### src/rtl/inference_pkg.sv
// Shared constants and types for the inference host: wrapper opcodes, wrapper status codes,
// the host FSM states and the bit layout of the info command word.
package inference_pkg;

   localparam logic [1:0] OP_IDLE  = 2'd0;
   localparam logic [1:0] OP_WRITE = 2'd1;
   localparam logic [1:0] OP_INFO  = 2'd2;

   localparam logic [1:0] ST_IDLE  = 2'd0;
   localparam logic [1:0] ST_BUSY  = 2'd1;
   localparam logic [1:0] ST_DONE  = 2'd2;

   localparam int INFO_READ_LSB  = 0;
   localparam int INFO_COUNT_LSB = 10;

   typedef enum logic [2:0] {
      S_IDLE   = 3'd0,
      S_LOAD   = 3'd1,
      S_INFO   = 3'd2,
      S_WAIT   = 3'd3,
      S_RESULT = 3'd4
   } state_t;

endpackage

### src/rtl/inference_host_info_pack.sv
// info_pack: packs the read and count window lengths into the wrapper's info data word;
// every bit outside the two length fields is zero.
module info_pack
   import inference_pkg::*;
#(
   parameter int DATA_W = 19,
   parameter int LEN_W  = 8
) (
   input  logic [LEN_W-1:0]  i_read_len,
   input  logic [LEN_W-1:0]  i_count_len,
   output logic [DATA_W-1:0] o_info
);

   // Place both length fields into an otherwise zero word
   always_comb begin
      o_info = '0;
      o_info[INFO_READ_LSB +: LEN_W]  = i_read_len;
      o_info[INFO_COUNT_LSB +: LEN_W] = i_count_len;
   end

endmodule

### src/rtl/inference_host.sv
// inference_host: streams a frame into the SNN wrapper, issues the info command, waits for the
// count window to finish and returns the result. Define INFERENCE_HOST_STATS_EN for frames_o.
module inference_host
   import inference_pkg::*;
#(
   parameter int DATA_W = 19,
   parameter int DEPTH  = 128,
   parameter int LEN_W  = 8,
   parameter int RES_W  = 4
) (
   input  logic              clk,
   input  logic              rst,
   input  logic              s_valid_i,
   output logic              s_ready_o,
   input  logic [DATA_W-1:0] s_data_i,
   input  logic              s_last_i,
   input  logic [LEN_W-1:0]  read_len_i,
   input  logic [LEN_W-1:0]  count_len_i,
   output logic [1:0]        opcode_o,
   output logic [DATA_W-1:0] data_o,
   input  logic [1:0]        status_i,
   input  logic [RES_W-1:0]  result_i,
   output logic              res_valid_o,
   input  logic              res_ready_i,
   output logic [RES_W-1:0]  res_data_o,
   output logic              res_settled_o,
   output logic              overflow_o
`ifdef INFERENCE_HOST_STATS_EN
   ,
   output logic [15:0]       frames_o
`endif
);

   localparam int CNT_W = $clog2(DEPTH) + 1;

   state_t              r_state;
   state_t              w_next;
   logic [CNT_W-1:0]    r_cnt;
   logic [LEN_W-1:0]    r_read_len;
   logic [LEN_W-1:0]    r_count_len;
   logic                r_wait_first;
   logic [1:0]          r_opcode;
   logic [DATA_W-1:0]   r_data;
   logic                r_res_valid;
   logic [RES_W-1:0]    r_res_data;
   logic                r_res_settled;
   logic                r_overflow;
   logic [DATA_W-1:0]   w_info;
   logic                w_accept;
   logic                w_frame_end;
   logic                w_info_go;
   logic                w_capture;
   logic                w_handshake;
   logic                w_cnt_full;

   info_pack #(.DATA_W(DATA_W), .LEN_W(LEN_W)) u_info_pack (
      .i_read_len  (r_read_len),
      .i_count_len (r_count_len),
      .o_info      (w_info)
   );

   assign w_cnt_full = (r_cnt == CNT_W'(DEPTH - 1));
   assign s_ready_o  = (r_state == S_IDLE) || (r_state == S_LOAD);

   // State register
   always_ff @(posedge clk or posedge rst) begin
      if (rst) begin
         r_state <= S_IDLE;
      end else begin
         r_state <= w_next;
      end
   end

   // Next-state and per-cycle event decode
   always_comb begin
      w_next      = r_state;
      w_accept    = 1'b0;
      w_frame_end = 1'b0;
      w_info_go   = 1'b0;
      w_capture   = 1'b0;
      w_handshake = 1'b0;
      case (r_state)
         S_IDLE, S_LOAD: begin
            if (s_valid_i) begin
               w_accept = 1'b1;
               if (s_last_i || w_cnt_full) begin
                  w_frame_end = 1'b1;
                  w_next      = S_INFO;
               end else begin
                  w_next = S_LOAD;
               end
            end else begin
               w_next = r_state;
            end
         end
         // The wrapper drops info commands while it is still counting
         S_INFO: begin
            if (status_i != ST_BUSY) begin
               w_info_go = 1'b1;
               w_next    = S_WAIT;
            end else begin
               w_next = S_INFO;
            end
         end
         S_WAIT: begin
            if (!r_wait_first && (status_i != ST_BUSY)) begin
               w_capture = 1'b1;
               w_next    = S_RESULT;
            end else begin
               w_next = S_WAIT;
            end
         end
         S_RESULT: begin
            if (res_ready_i) begin
               w_handshake = 1'b1;
               w_next      = S_IDLE;
            end else begin
               w_next = S_RESULT;
            end
         end
         default: w_next = S_IDLE;
      endcase
   end

   // Command outputs, frame bookkeeping and result capture
   always_ff @(posedge clk or posedge rst) begin
      if (rst) begin
         r_cnt         <= '0;
         r_read_len    <= '0;
         r_count_len   <= '0;
         r_wait_first  <= 1'b0;
         r_opcode      <= OP_IDLE;
         r_data        <= '0;
         r_res_valid   <= 1'b0;
         r_res_data    <= '0;
         r_res_settled <= 1'b0;
         r_overflow    <= 1'b0;
      end else begin
         r_opcode     <= OP_IDLE;
         r_data       <= '0;
         // Status seen during the info cycle predates the wrapper reacting to it
         r_wait_first <= w_info_go;
         if (w_accept) begin
            r_opcode <= OP_WRITE;
            r_data   <= s_data_i;
            r_cnt    <= r_cnt + CNT_W'(1);
         end
         if (w_frame_end) begin
            r_cnt       <= '0;
            r_read_len  <= read_len_i;
            r_count_len <= count_len_i;
            if (!s_last_i) begin
               r_overflow <= 1'b1;
            end
         end
         if (w_info_go) begin
            r_opcode <= OP_INFO;
            r_data   <= w_info;
         end
         if (w_capture) begin
            r_res_valid   <= 1'b1;
            r_res_data    <= result_i;
            r_res_settled <= (status_i == ST_DONE);
         end
         if (w_handshake) begin
            r_res_valid <= 1'b0;
         end
      end
   end

   assign opcode_o      = r_opcode;
   assign data_o        = r_data;
   assign res_valid_o   = r_res_valid;
   assign res_data_o    = r_res_data;
   assign res_settled_o = r_res_settled;
   assign overflow_o    = r_overflow;

`ifdef INFERENCE_HOST_STATS_EN
   logic [15:0] r_frames;

   // Completed result handshakes, wrapping
   always_ff @(posedge clk or posedge rst) begin
      if (rst) begin
         r_frames <= 16'd0;
      end else if (w_handshake) begin
         r_frames <= r_frames + 16'd1;
      end else begin
         r_frames <= r_frames;
      end
   end

   assign frames_o = r_frames;
`endif

endmodule

### config.mk
export PLATFORM = sky130hd
export DESIGN_NAME = inference_host
export DESIGN_NICKNAME = d
export VERILOG_FILES = /design/src/rtl/inference_pkg.sv /design/src/rtl/inference_host_info_pack.sv /design/src/rtl/inference_host.sv
export SDC_FILE = /design/constraint.sdc
export NUM_CORES = 1
export LEC_CHECK = 0
export CAP_MARGIN = 30
export CORE_ASPECT_RATIO = 1.1
export CORE_MARGIN = 4
export CORE_UTILIZATION = 30
export DETAILED_ROUTE_END_ITERATION = 8
export DONT_BUFFER_PORTS = 1
export GPL_ROUTABILITY_DRIVEN = 0
export GPL_TIMING_DRIVEN = 0
export RECOVER_POWER = 25
export SETUP_SLACK_MARGIN = 0.4
export SLEW_MARGIN = 10
export SYNTH_ARGS = -nofsm -noshare
export SYNTH_HDL_FRONTEND = slang
export SYNTH_SLANG_ARGS = --single-unit
### constraint.sdc
create_clock -name clk -period 4.6 [get_ports clk]
set_input_delay 0.46 -clock clk [delete_from_list [all_inputs] [get_ports clk]]
set_output_delay 0.46 -clock clk [all_outputs]
set_load 0.02 [all_outputs]
==> flow_summary.toml <==
[critical_path]
worstPathRequired_ns = 4.73
crit_arrival_ns = 2.39
cp_cell_sequence = "inv_1, clkbuf_1"
cp-start-kind = "input pin"
worstPathBufferInverterCount = 2
critPathTopFamily = "buffers and inverters"
critical_path.max_fanout = 30
critical_path_type = "input pin to asynchronous set/reset pin"
critPathMaxStageDelay_ns = 1.23
critical_path_endpoint_category = "asynchronous set/reset pin"
cpMaxStageDelayCell = "clkbuf_1"

[final_layout]
layout.nets = 221
final_layout_size_suffix_gt1_frac = 0.240
num_antenna_cells = 0
layoutNonFillerInstCount = 280
area_growth_pct = 10.0

[synthesis]
yosysWarningCount = 0
synth_async_sr_flop_share = 1.00
post_synth_fa_ha_maj_area_fraction = 0.00545
synth_sequential_area_ratio = 0.599
synth_flop_cell = "dfrtp_1"
synthXorXnorAreaFrac = 0.0114
synth_top_family_by_area = "multiplexers"
postSynthCellCount = 166
synth_enable_flop_cells = 0
count_leader_synth = "dfrtp_1"
yosys.area_share.simple = 0.103
synth_compound_gate_area_share = 0.110
post_synth_mux_area_share = 0.133
netlist_top_cells_area = "dfrtp_1 60%, mux2_4 10%, a22o_1 6.1%"
synth.lib_cells_used.distinct = 36
yosysTopAreaCellShare = 0.599
synth_top_cells_by_count = "55 x dfrtp_1, 16 x a22o_1, 16 x mux2_4"
post_synth.cell_area_avg_um2 = 13.8
post-synth-top-area-cell = "dfrtp_1"
ys_ff_latch = 55
syn_nets = 213
synth_area_mm2 = 0.00230

[timing]
timing_hold_violations_final = 0
slew_headroom = -0.0765
setup_viol_count_final = 0
totalNegativeSetupSlack_ns = 0
fin_crit_period_ns = 2.27
finalCritPeriodShare = 0.493
timing_worst_slew_pin_value_ns = 1.61
max_freq_mhz = 441
setup_repair_after_global_routing_missed_its_margin = "false"
timing.final.max_slew_violations = 31
clock-skew-final_ns = 0.0132

[floorplanning]
chipWidth_um = 91.4
placeable_core_region_mm2 = 0.00747
die-area_mm2 = 0.00912
boundaryPins = 75
start_util = 0.307
std_cell_rows = 33
floorplan.die.height_um = 99.8

[global_route]
grt_antenna_before_repair = 0
overflow = 0
track_usage = 0.106
grt_start_max_net_pins = 31
vias_in_the_first_global_route = 1343
grt_pass1_wl_um = 7340

[place]
port_buffers = 0
dp.cells = 272
dpl.hpwl_um = 3420

[clock_tree]
postCtsHoldBufs = 0
master_cell_of_the_clock_root_buffer = "clkbuf_8"
cts.sinks = 55
post_cts_resize_count = 0
clk_transition_reported_paths_ns = 0.10
numCtsBuffers = 5
post_cts.repair.setup_buffers = 0
clock_tree_from_tritoncts = "built"
clock_tree.buffer_depth = 2
clkLatencyLatePin_ns = 0.31
cts_max_level = 2

[route]
route.vias.total = 1293
detail_route.first_pass.iterations = 4
wl_met3_um = 412
route.top_layer_used = "met4"
remaining_drc_errors = 0
detail_route.wl_per_cell_um = 16.8
post_drt_via_cell_ratio = 4.62
count_of_routing_violations_after_the_opening_detailed_route_iteration = 43
routedLengthMet1_um = 2090
totalWireLength_um = 4700
ant_nets = 0
wl_met2_um = 2170

[outcome]
run_status = "finished with violations"
failing_checks = "max-capacitance violations, max-slew violations"

[run]
maxCapViolCount = 1

[pwr]
cellLeakagePower_nw = 1.15
irDropWorstVdd_mv = 0.220
power.density_mw_per_mm2 = 633

[hold_path]
type_of_the_worst_min_delay_path = "input pin to asynchronous set/reset pin"
==> placed cells by master, fill, tap and decap left out, types with 2 or more instances in the layout <==
master / count
mux2_4: 16
nand2_1: 11
buf_12: 2
nor3_1: 4
and2_1: 4
mux2_2: 5
buf_2: 4
xnor2_1: 3
a22o_1: 16
dfrtp_1: 55
nor2_1: 7
a21oi_1: 4
clkbuf_1: 2
inv_1: 4
clkbuf_8: 6
nor2b_1: 2
o21ai_0: 8
==> power breakdown <==
group / total (mW) / switching (mW) / internal, mW / leakage [nW]
Clock: 0.278 / 0.154 / 0.124 / 0.0484
Combinational: 0.423 / 0.182 / 0.241 / 0.402
Sequential: 0.898 / 0.232 / 0.666 / 0.696
Total: 1.60 / 0.568 / 1.03 / 1.15
==> logic make-up (layout without fill, tap and decap cells) <==
family                   Yosys count  after routing
AO/OA/AOI/OAI                     33             33
buffers and inverters             12             21
adder cells (fa/ha/maj)            1              1
multiplexers                      22             22
XOR/XNOR                           3              3
flip-flops                        55             55
AND/OR/NAND/NOR                   40             40
==> worst paths after layout <==
check,slack [ns],startpoint,end,depth (start not counted)
min in group clk,0.26,s_last_i,r_cnt[2],1
hold / removal,0.25,rst,res_valid_o,1
hold reg to reg,0.50,r_count_len[6],data_o[16],1
max in group clk,2.79,r_cnt[0],r_read_len[2],6
setup / recovery,2.33,rst,overflow_o,2
setup reg to reg,2.79,r_cnt[0],r_read_len[2],6
==> layer usage <==
metal | up-vias | global-route usage
met5 | - | 0
met3 | 4 | 0.0502
li1 | 598 | -
met2 | 50 | 0.155
met4 | 0 | 0.0313
met1 | 641 | 0.138
==> stage by stage <==
stage / area, µm² / power [mW] / worst slack [ns] / util / hold slack, ns
finish: 2530 / 1.60 / 2.33 / 0.338 / 0.249
global route: 2530 / 1.71 / 1.71 / 0.338 / 0.246
CTS: 2540 / 1.63 / 2.76 / 0.340 / 0.0979
detailed placement: 2450 / 1.35 / 2.75 / 0.328 / 0.442
global placement: 2430 / 1.33 / 2.10 / 0.325 / 0.476
floorplan: 2300 / 1.24 / 2.80 / - / 0.466
==> layout make-up <==
cell class / instances / area (µm²)
Clock buffer: 7 / 86.3
Buffer: 7 / 67.6
Fill cell: 713 / 4950
Sequential cell: 55 / 1380
Tap cell: 105 / 131
Inverter: 5 / 18.8
Multi-Input combinational cell: 99 / 835
Clock inverter: 1 / 8.76
Timing Repair Buffer: 1 / 3.75
==> registers in the layout, indices dropped and copies added, names as in the netlist <==
name / count
data_o: 19
r_count_len: 8
res_valid_o: 1
overflow_o: 1
r_cnt: 8
res_data_o: 4
opcode_o: 2
r_state: 3
r_read_len: 8
res_settled_o: 1
(Power assumes the default switching activity.)
